### config.mk
export PLATFORM = sky130hd
export DESIGN_NAME = clk_div_bank_flat
export DESIGN_NICKNAME = d
export VERILOG_FILES = /design/src/rtl/clk_div_bank_pkg.sv /design/src/rtl/clk_div_bank_if.sv /design/src/rtl/clk_div_bank_chan.sv /design/src/rtl/clk_div_bank.sv /design/src/flat_wrapper.sv
export SDC_FILE = /design/constraint.sdc
export NUM_CORES = 1
export LEC_CHECK = 0
export CORE_MARGIN = 5
export CORE_UTILIZATION = 55
export DETAILED_ROUTE_END_ITERATION = 16
export GPL_TIMING_DRIVEN = 0
export MAX_ROUTING_LAYER = met4
export PLACE_DENSITY = 0.84
export SLEW_MARGIN = 30
export SYNTH_ARGS = -nofsm -noshare
export SYNTH_HDL_FRONTEND = slang
export SYNTH_SLANG_ARGS = --single-unit
### constraint.sdc
create_clock -name refclk -period 4.18 [get_ports refclk]
set_clock_uncertainty 0.1 [all_clocks]
set_input_delay 1.254 -clock refclk [delete_from_list [all_inputs] [get_ports refclk]]
set_output_delay 1.254 -clock refclk [all_outputs]
set_load 0.005 [all_outputs]
### src/rtl/clk_div_bank_pkg.sv
// Shared types and constants for the clk_div_bank clock-enable generator.
package clk_div_bank_pkg;

  // Field width of the stored channel configuration.
  localparam int DIV_W = 8;

  // Configuration every channel takes after reset.
  localparam int DEF_DIV   = 5;
  localparam int DEF_PHASE = 0;

  // Bank sequencer states.
  typedef enum logic [1:0] {
    WAIT_LOCK = 2'd0,
    RUN       = 2'd1,
    RELOCK    = 2'd2
  } state_t;

  // Per-channel operating mode.
  typedef enum logic [1:0] {
    CH_IDLE  = 2'd0,
    CH_DELAY = 2'd1,
    CH_RUN   = 2'd2
  } chan_mode_t;

  // Stored configuration of one channel.
  typedef struct packed {
    logic [DIV_W-1:0] div;
    logic [DIV_W-1:0] phase;
  } cfg_t;

endpackage

### src/rtl/clk_div_bank_if.sv
// Config-load handshake, status flags and channel outputs of clk_div_bank.
interface clk_div_bank_if #(
  parameter int N_CH  = 2,
  parameter int DIV_W = 8
);
  localparam int CH_W = (N_CH > 1) ? $clog2(N_CH) : 1;

  logic             cfg_load;
  logic [CH_W-1:0]  cfg_chan;
  logic [DIV_W-1:0] cfg_div;
  logic [DIV_W-1:0] cfg_phase;
  logic             cfg_busy;
  logic             locked;
  logic [N_CH-1:0]  clk_out;
  logic [N_CH-1:0]  clk_en_out;

  // Configuration source (host / bench side).
  modport master (
    output cfg_load, cfg_chan, cfg_div, cfg_phase,
    input  cfg_busy, locked, clk_out, clk_en_out
  );

  // Clock generator side.
  modport slave (
    input  cfg_load, cfg_chan, cfg_div, cfg_phase,
    output cfg_busy, locked, clk_out, clk_en_out
  );
endinterface

### src/rtl/clk_div_bank_chan.sv
// One divider channel: phase-lag delay counter, period counter and
// registered clk_out / clk_en_out. A divisor of 0 keeps the channel silent.
module clk_div_chan
  import clk_div_bank_pkg::*;
#(
  parameter int DIV_W = 8
) (
  input  logic             refclk,
  input  logic             reset,
  input  logic             start,
  input  logic             stop,
  input  logic [DIV_W-1:0] div,
  input  logic [DIV_W-1:0] phase,
  output logic             clk_out,
  output logic             clk_en_out
);

  chan_mode_t       mode, mode_nxt;
  logic [DIV_W-1:0] dly, dly_nxt;
  logic [DIV_W-1:0] cnt, cnt_nxt;
  logic             clk_nxt, en_nxt;

  logic             div_on;
  logic [DIV_W-1:0] last;
  logic [DIV_W:0]   half;

  // Period end and high-phase length; one extra bit keeps ceil(255/2) exact.
  assign div_on = (div != '0);
  assign last   = div - DIV_W'(1);
  assign half   = ({1'b0, div} + (DIV_W+1)'(1)) >> 1;

  // Next mode and counters; outputs are derived from the next count so the
  // registered outputs show c=0 in the very first running cycle.
  always_comb begin
    // NOTE: every variable gets a default first so no path leaves it unassigned and infers a latch.
    mode_nxt = mode;
    dly_nxt  = dly;
    cnt_nxt  = cnt;
    if (stop) begin
      mode_nxt = CH_IDLE;
      dly_nxt  = '0;
      cnt_nxt  = '0;
    end else if (start) begin
      cnt_nxt = '0;
      if (phase == '0) begin
        mode_nxt = CH_RUN;
      end else begin
        mode_nxt = CH_DELAY;
        dly_nxt  = phase;
      end
    end else begin
      unique case (mode)
        CH_DELAY: begin
          if (dly == DIV_W'(1)) begin
            mode_nxt = CH_RUN;
            cnt_nxt  = '0;
          end else begin
            dly_nxt = dly - DIV_W'(1);
          end
        end
        CH_RUN: begin
          if (!div_on || cnt >= last) cnt_nxt = '0;
          else                        cnt_nxt = cnt + DIV_W'(1);
        end
        default: ;
      endcase
    end
    clk_nxt = (mode_nxt == CH_RUN) && div_on && ({1'b0, cnt_nxt} < half);
    en_nxt  = (mode_nxt == CH_RUN) && div_on && (cnt_nxt == last);
  end

  // Channel state and output registers.
  always_ff @(posedge refclk) begin
    // NOTE: sequential state uses non-blocking assignments so every register samples pre-edge values.
    if (reset) begin
      mode       <= CH_IDLE;
      dly        <= '0;
      cnt        <= '0;
      clk_out    <= 1'b0;
      clk_en_out <= 1'b0;
    end else begin
      mode       <= mode_nxt;
      dly        <= dly_nxt;
      cnt        <= cnt_nxt;
      clk_out    <= clk_nxt;
      clk_en_out <= en_nxt;
    end
  end

endmodule

### src/rtl/clk_div_bank.sv
// Multi-channel clock-enable / divided-clock generator with a lock sequencer
// and a runtime config-load handshake.
// Optional: CLK_DIV_BANK_SYNC_RESTART_EN -- any accepted load silences every
// channel during RELOCK and restarts all of them together on RUN entry.
module clk_div_bank #(
  parameter int N_CH        = 2,
  parameter int DIV_W       = 8,
  parameter int LOCK_CYCLES = 64,
  parameter int DEF_DIV     = clk_div_bank_pkg::DEF_DIV,
  parameter int DEF_PHASE   = clk_div_bank_pkg::DEF_PHASE
) (
  input  logic           refclk,
  input  logic           reset,
  clk_div_bank_if.slave  bus
);
  import clk_div_bank_pkg::*;

  localparam int CH_W  = (N_CH > 1) ? $clog2(N_CH) : 1;
  localparam int LCK_W = $clog2(LOCK_CYCLES + 1);
  localparam logic [LCK_W-1:0] LOCK_LAST = LCK_W'(LOCK_CYCLES - 1);
  // Bit i set when channel index i exists; indexing avoids a range compare
  // that is constant for power-of-two channel counts.
  localparam logic [2**CH_W-1:0] CHAN_OK = (2**CH_W)'((1 << N_CH) - 1);

  // The stored config struct is sized by the package field width.
  if (DIV_W != clk_div_bank_pkg::DIV_W) begin : g_bad_div_w
    $error("clk_div_bank: DIV_W must equal clk_div_bank_pkg::DIV_W");
  end

  state_t           state, state_nxt;
  logic [LCK_W-1:0] lock_cnt;
  logic             lock_done;
  logic             accept;
  cfg_t             cfg [N_CH];
  logic [N_CH-1:0]  start, stop;
  logic [N_CH-1:0]  clk_vec, en_vec;
`ifndef CLK_DIV_BANK_SYNC_RESTART_EN
  logic [CH_W-1:0]  tgt_ch;
`endif

  assign lock_done = (lock_cnt == LOCK_LAST);
  assign accept    = (state == RUN) && bus.cfg_load && CHAN_OK[bus.cfg_chan];

  // State register.
  always_ff @(posedge refclk) begin
    if (reset) state <= WAIT_LOCK;
    else       state <= state_nxt;
  end

  // Next-state logic.
  always_comb begin
    state_nxt = state;
    unique case (state)
      WAIT_LOCK, RELOCK: if (lock_done) state_nxt = RUN;
      RUN:               if (accept)    state_nxt = RELOCK;
      default:           state_nxt = WAIT_LOCK;
    endcase
  end

  // Output logic: status flags and channel start/stop strobes.
  always_comb begin
    bus.locked   = (state == RUN);
    bus.cfg_busy = (state != RUN);
    for (int i = 0; i < N_CH; i++) begin
`ifdef CLK_DIV_BANK_SYNC_RESTART_EN
      stop[i]  = accept;
      start[i] = lock_done && (state != RUN);
`else
      stop[i]  = accept && (bus.cfg_chan == CH_W'(i));
      start[i] = lock_done && ((state == WAIT_LOCK) ||
                               ((state == RELOCK) && (tgt_ch == CH_W'(i))));
`endif
    end
  end

  // Lock counter: runs through WAIT_LOCK / RELOCK, idles at zero in RUN.
  always_ff @(posedge refclk) begin
    if (reset)                          lock_cnt <= '0;
    else if (state != RUN && !lock_done) lock_cnt <= lock_cnt + LCK_W'(1);
    else                                lock_cnt <= '0;
  end

  // Channel configuration, written only by an accepted load.
  always_ff @(posedge refclk) begin
    if (reset) begin
      // NOTE: the config array is a few flops, not a RAM, so it is reset like any other state.
      for (int i = 0; i < N_CH; i++) begin
        cfg[i] <= '{div: DIV_W'(DEF_DIV), phase: DIV_W'(DEF_PHASE)};
      end
    end else begin
      for (int i = 0; i < N_CH; i++) begin
        if (accept && bus.cfg_chan == CH_W'(i)) begin
          cfg[i] <= '{div: bus.cfg_div, phase: bus.cfg_phase};
        end
      end
    end
  end

`ifndef CLK_DIV_BANK_SYNC_RESTART_EN
  // Remember which channel restarts when RELOCK completes.
  always_ff @(posedge refclk) begin
    if (reset)       tgt_ch <= '0;
    else if (accept) tgt_ch <= bus.cfg_chan;
  end
`endif

  for (genvar i = 0; i < N_CH; i++) begin : g_ch
    clk_div_chan #(.DIV_W(DIV_W)) u_chan (
      .refclk     (refclk),
      .reset      (reset),
      .start      (start[i]),
      .stop       (stop[i]),
      .div        (cfg[i].div),
      .phase      (cfg[i].phase),
      .clk_out    (clk_vec[i]),
      .clk_en_out (en_vec[i])
    );
  end

  assign bus.clk_out    = clk_vec;
  assign bus.clk_en_out = en_vec;

endmodule
### src/flat_wrapper.sv
// flat-port wrapper written by rule: the top's interface ports become plain ports
module clk_div_bank_flat import clk_div_bank_pkg::*;
#(
  parameter int N_CH        = 2,
  parameter int DIV_W       = 8,
  parameter int LOCK_CYCLES = 64,
  parameter int DEF_DIV     = clk_div_bank_pkg::DEF_DIV,
  parameter int DEF_PHASE   = clk_div_bank_pkg::DEF_PHASE
)
  (refclk, reset, bus_cfg_load, bus_cfg_chan, bus_cfg_div, bus_cfg_phase, bus_cfg_busy, bus_locked, bus_clk_out, bus_clk_en_out);
  clk_div_bank_if #(.N_CH(N_CH), .DIV_W(DIV_W)) bus_i ();
  input  logic refclk;
  input  logic reset;
  input wire logic [$bits(bus_i.cfg_load)-1:0] bus_cfg_load;
  input wire logic [$bits(bus_i.cfg_chan)-1:0] bus_cfg_chan;
  input wire logic [$bits(bus_i.cfg_div)-1:0] bus_cfg_div;
  input wire logic [$bits(bus_i.cfg_phase)-1:0] bus_cfg_phase;
  output wire logic [$bits(bus_i.cfg_busy)-1:0] bus_cfg_busy;
  output wire logic [$bits(bus_i.locked)-1:0] bus_locked;
  output wire logic [$bits(bus_i.clk_out)-1:0] bus_clk_out;
  output wire logic [$bits(bus_i.clk_en_out)-1:0] bus_clk_en_out;
  assign bus_i.cfg_load = bus_cfg_load;
  assign bus_i.cfg_chan = bus_cfg_chan;
  assign bus_i.cfg_div = bus_cfg_div;
  assign bus_i.cfg_phase = bus_cfg_phase;
  assign bus_cfg_busy = bus_i.cfg_busy;
  assign bus_locked = bus_i.locked;
  assign bus_clk_out = bus_i.clk_out;
  assign bus_clk_en_out = bus_i.clk_en_out;
  clk_div_bank #(.N_CH(N_CH), .DIV_W(DIV_W), .LOCK_CYCLES(LOCK_CYCLES), .DEF_DIV(DEF_DIV), .DEF_PHASE(DEF_PHASE)) u_core (.refclk(refclk), .reset(reset), .bus(bus_i));
endmodule
# Yosys cells after proc, flatten, opt, wreduce, memory -nomap -nowiden
# Memories as Yosys holds them, arrays and structs flattened.
# Index checks and enable logic that the tools add are counted.
dict set report totals {
  regBits 50
  latch_bits 0
  ramBits 32
  romBits 0
  inputBits 20
  out_inout_bits 6
  wordCells 131
  n_memories 1
}
# name depth word_bits read_ports rd_clocked_by_memory_dff wr line
set memory_table {}
lappend memory_table {u_core.cfg 2 16 2 0 2 clk_div_bank.sv:34} ;# cfg_t cfg [N_CH];
dict set report classes {
  addsub 9
  mul 0
  div 0
  n_lt_le_gt_ge 5
  eq_ne 20
  n_shift 0
  n_mux 42
  bitwise_logic 5
  reduce_logical 36
}
# cell count
set ops {}
lappend ops {{$mux 8} 16}
lappend ops {{$mux 16} 2}
lappend ops {{$pmux 8 s2} 2}
lappend ops {{$sub 8x1->8 const B} 4}
lappend ops {{$mux 2} 12}
lappend ops {{$add 8x1->9 const B} 2}
lappend ops {{$add 8x1->8 const B} 2}
lappend ops {{$eq 8x1->1 const B} 2}
lappend ops {{$eq 8x8->1} 2}
lappend ops {{$ge 8x8->1} 2}
lappend ops {{$logic_not 8->1} 2}
lappend ops {{$lt 8x8->1} 2}
lappend ops {{$reduce_bool 8->1} 2}
lappend ops {{$logic_and 1x1->1} 15}
lappend ops {{$eq 2x2->1 const B} 5}
lappend ops {{$mux 1} 9}
lappend ops {{$ne 2x2->1 const B} 4}
lappend ops {{$reduce_or 2->1} 4}
lappend ops {{$add 7x1->7 const B} 1}
lappend ops {{$eq 7x6->1 const B} 1}
lappend ops {{$eq 2x1->1 const B} 3}
lappend ops {{$ne 2x1->1 const B} 3}
lappend ops {{$reduce_and 3->1} 2}
lappend ops {{$logic_or 1x1->1} 4}
lappend ops {{other kinds (8)} 14}

# Longest topological paths before layout
# An unclocked memory read counts as a cell.
dict set report depth {
  word_depth 10
  mapped_depth 20
  ltp_nobuf 20
}

# By module
# Synthesis repeated with hierarchy kept, for this count alone.
dict set report hier_totals {
  hier_cells 630
  hier_area_um2 5604.1
}
# mod instances cells_each area_each_um2 seq_area_each_um2
set modules_own_cells {}
lappend modules_own_cells {{clk_div_chan at u_core.g_ch[1].u_chan} 1 270 2124.5 400.4}
lappend modules_own_cells {{clk_div_chan at u_core.g_ch[0].u_chan} 1 258 1955.6 400.4}
lappend modules_own_cells {clk_div_bank 1 102 1524.0 1161.1}

# Worst setup path before layout
# No wires, ideal clock.
dict set report synth_path {
  kind {register -> register}
  startpoint {memory u_core.cfg[0][8] (netlist bit)}
  endpoint {register u_core.g_ch[0].u_chan.clk_out}
  setup_time_ps 59
  arrival_time_ps 3624
  t_required_ps 4021
  slack_ps 397
  stages_incl_launch_ff 20
  path_buffers 0
  synth_period_minus_slack_ps 3783
  cell_sequence {edfxtp_1 > inv_1 > ha_1 > nand2_1 > nor3_1 > xnor2_1 > ha_1 > o21ai_0 > nor2_1 > nor4_4 > nand3_1 > a31oi_1 > ha_1 > a21o_1 > a21oi_1 > nor2b_1 > o21ai_0 > nand2b_1 > a211oi_1 > o31a_1}
}
# element line
set synth_lines {}
lappend synth_lines {{start: declaration} clk_div_bank.sv:34}
lappend synth_lines {{end signal: assignment} clk_div_bank_chan.sv:85} ;# clk_out <= clk_nxt;
lappend synth_lines {{end: declaration} clk_div_bank_chan.sv:14} ;# output logic clk_out,

==> impl_metrics.tcl <==
set metrics [dict create \
    port-buffer-count 25 \
    maxSlewViolCount 0 \
    worstHoldPathType "flop to flop" \
    design.die.area_um2 11690 \
    postSynthRegisterBits 82 \
    grt_first_pass_wirelength_um 21030 \
    detailedPlacementHpwl_um 9062 \
    most_used_standard_cells_in_the_synthesized_netlist "65 x sky130_fd_sc_hd__nor2_1, 50 x sky130_fd_sc_hd__dfxtp_1, 47 x sky130_fd_sc_hd__nand2_1, 45 x sky130_fd_sc_hd__ha_1, 32 x sky130_fd_sc_hd__edfxtp_1" \
    yosys_warnings 0 \
    finalCritPeriodShare_pct 96.35 \
    postSynthNetCount 653 \
    syn_inst 588 \
    clock_sink_count 82 \
    timing.critical_path.required_ps 4390 \
    worstMarginPinSlew_ps 655.2 \
    placement.setup.worst_slack_ps -163.0 \
    critical-path-slowest-cell "sky130_fd_sc_hd__edfxtp_1" \
    clk-insertion-delay-late_ps 360 \
    routedWlPerCell_um 16.66 \
    yosys.area.top_type "sky130_fd_sc_hd__dfxtp_1" \
    first_global_vias 4602 \
    hold-path-cell-count 1 \
    layout_setup_ws_ps 152.5 \
    initial_core_util_pct 56.79 \
    run_status "complete, no violations" \
    synth_seq_area_share_pct 37.03 \
    layout.nets 696 \
    max-clock-path-buffers 2 \
    synth_ff_type "sky130_fd_sc_hd__dfxtp_1" \
    synth.most_common_cell "sky130_fd_sc_hd__nor2_1" \
    placement_rows 35 \
    final_antenna_net_count 0 \
    hold_slack_ps 345.5 \
    place_inst 742 \
    power.share.sequential_pct 55.2 \
    core_region_area_um2 9328 \
    number_of_i_o_pins 26 \
    power.density_cell_area_nw_per_um2 251.4 \
    synth_top_cells_by_area "sky130_fd_sc_hd__dfxtp_1 19%, sky130_fd_sc_hd__edfxtp_1 18%, sky130_fd_sc_hd__ha_1 11%" \
    fmaxAchievable_mhz 248.3 \
    grtUsageTotal_pct 22.81 \
    setup_violations 0 \
    h-tree-depth 3 \
    crit_path_start_kind "flop" \
    area_delta_synth_final_pct 15.59 \
    drive_above_1_share_pct 13.52 \
    final_cells 765 \
    final_core_utilization_pct 65.65 \
    cts.clk_slew.worst_paths_ps 100 \
    antenna-diode-count 0 \
    cts.root.buffer_cell "sky130_fd_sc_hd__clkbuf_8" \
    cts_buffers 9 \
    viasPerCell 6.029 \
    criticalPathCategory "flop to flop" \
    power_switching_mw 0.3773 \
    synthDistinctLibCells 66 \
    globalRouteOverflowTotal 0 \
    fin_crit_ps 4027 \
    timing.max_slew.rel_slack_pct 56.32 \
    antenna_violations_before_repair 0 \
    vias 4612 \
    clock_tree_from_tritoncts "yes" \
    critPathMaxStageDelay_ps 480 \
    crit_path_max_fanout 7 \
    critPathArrivalTime_ps 4240 \
    final_hold_viol_count 0 \
    drcViolationCount 0 \
    netlist_area_um2 5298 \
    synth_enable_flop_cells 32 \
    ys_async_sr_fraction_pct 0 \
    detail_route.wirelength_um 12750 \
    drt_pre_antenna_iters 5 \
    fraction_of_power_spent_switching_nets_pct 24.51 \
    detailedRoute.firstIterationViolations 300 \
    post_cts_hold_buffer_count 0 \
    synth_top_cell_area_share_pct 18.89 \
    synth_area_per_cell_um2 9.009 \
    vert_die_dim_um 108.1 \
    total_internal_power_mw 1.162 \
    die_width_um 108.1 \
    power.leakage_nw 2.261 \
    gp_routability_congestion 0.9222 \
    pwr-share-clk_pct 39.6 \
    path_common_cell "sky130_fd_sc_hd__ha_1" \
    ir_drop_mv 0.2244 \
    maxCapViolations 0 \
    crit_path_cell_trace "inv_1 > ha_1 > nor3b_4 > nand2_1 > xor2_2 > ha_1 > nand3_1 > nand4b_1 > nor2_2 > a31oi_1 > a311oi_4 > ha_1 > a21o_1 > a211oi_1 > o311a_1" \
    endpoint_kind "flop" \
    power.share.combinational_pct 5.2 \
    reg2reg_depth 15 \
    grt_start_max_net_pins 26 \
]
cell families (layout without fill, tap and decap cells):
group | after synthesis | count (layout) | synth area share (%)
adder cells (fa/ha/maj) | 45 | 45 | 10.63
buffers and inverters | 45 | 93 | 4.039
AND/OR/NAND/NOR | 251 | 251 | 24.82
AO/OA/AOI/OAI | 122 | 122 | 16.30
flip-flops | 82 | 82 | 37.03
multiplexers | 2 | 2 | 0.4015
XOR/XNOR | 41 | 41 | 6.779
state kept, by name, summed over array words and instances, names as in the netlist:
register                       cells
u_core.g_ch.u_chan.clk_en_out      2
u_core.g_ch.u_chan.dly            16
u_core.state                       2
u_core.cfg                        32
u_core.lock_cnt                    7
u_core.g_ch.u_chan.mode            4
u_core.g_ch.u_chan.clk_out         2
u_core.tgt_ch                      1
u_core.g_ch.u_chan.cnt            16
worst paths after layout:
check	slack (ps)	to	startpoint
min	350	u_core.lock_cnt[0]$_SDFF_PP0_	u_core.lock_cnt[0]$_SDFF_PP0_
max	150	u_core.g_ch[1].u_chan.clk_out$_SDFF_PP0_	u_core.cfg[0][24]$_DFFE_PP_
min reg2reg	350	u_core.lock_cnt[0]$_SDFF_PP0_	u_core.lock_cnt[0]$_SDFF_PP0_
max reg2reg	150	u_core.g_ch[1].u_chan.clk_out$_SDFF_PP0_	u_core.cfg[0][24]$_DFFE_PP_
worst max-delay path: cells and delay by family, from the launching register on:
family / cells / cell delay (ps)
fa+ha+maj: 3 / 810
buf+inv: 1 / 160
flops: 1 / 480
compound gates: 5 / 1220
xor+xnor: 1 / 180
simple gates: 5 / 1020
per-layer routing:
metal	GRT usage [%]	up-vias	part of all wire [%]
met5	-	-	0
met1	28.46	2169	43
met2	37.21	178	48
met3	4.239	34	5.9
li1	-	2231	-
met4	8.025	0	3.2
what timing repair did:
action | in CTS | in global routing
pin swaps | 2 | 6
setup buffers | 1 | 6
resized for setup | 2 | 30
endpoints found under the setup margin | 2 | 3
power by group through the flow:
stage	combinational, mW	sequential (mW)	clock, mW
finish	0.0802	0.849	0.610
global route	0.0887	0.851	0.647
detailed placement	0.0764	0.867	0
floorplan	0.0454	0.864	0
global placement	0.0733	0.866	0
CTS	0.0773	0.848	0.613
layout make-up:
cell class / instances / area [um^2]
Multi-Input combinational cell: 461 / 3277
Fill cell: 696 / 3204
Sequential cell: 82 / 1962
Timing Repair Buffer: 32 / 302.8
Tap cell: 129 / 161.4
Buffer: 27 / 153.9
Clock buffer: 10 / 127.6
Clock inverter: 6 / 71.32
Inverter: 18 / 67.56
stage by stage:
step	setup TNS (ps)	area [um^2]	power, mW
final	0	6123	1.539
after global placement	-1.280	5709	0.9394
after detailed placement	-189.3	5712	0.9430
after global routing	-83.15	6123	1.586
after CTS	0	5928	1.539
after floorplan	0	5298	0.9092
cell usage in the layout, fill, tap and decap left out, types with 15 or more instances in the layout:
cell type / count
sky130_fd_sc_hd__nor2_1: 62
sky130_fd_sc_hd__nor3_1: 22
sky130_fd_sc_hd__clkdlybuf4s50_1: 25
sky130_fd_sc_hd__o21ai_0: 22
sky130_fd_sc_hd__inv_1: 16
sky130_fd_sc_hd__a21oi_1: 23
sky130_fd_sc_hd__nand3_1: 23
sky130_fd_sc_hd__ha_1: 43
sky130_fd_sc_hd__xnor2_1: 24
sky130_fd_sc_hd__buf_4: 15
sky130_fd_sc_hd__edfxtp_1: 32
sky130_fd_sc_hd__nand2_1: 47
sky130_fd_sc_hd__and2_1: 17
sky130_fd_sc_hd__dfxtp_1: 50
Power figures use the tool's default switching activity.
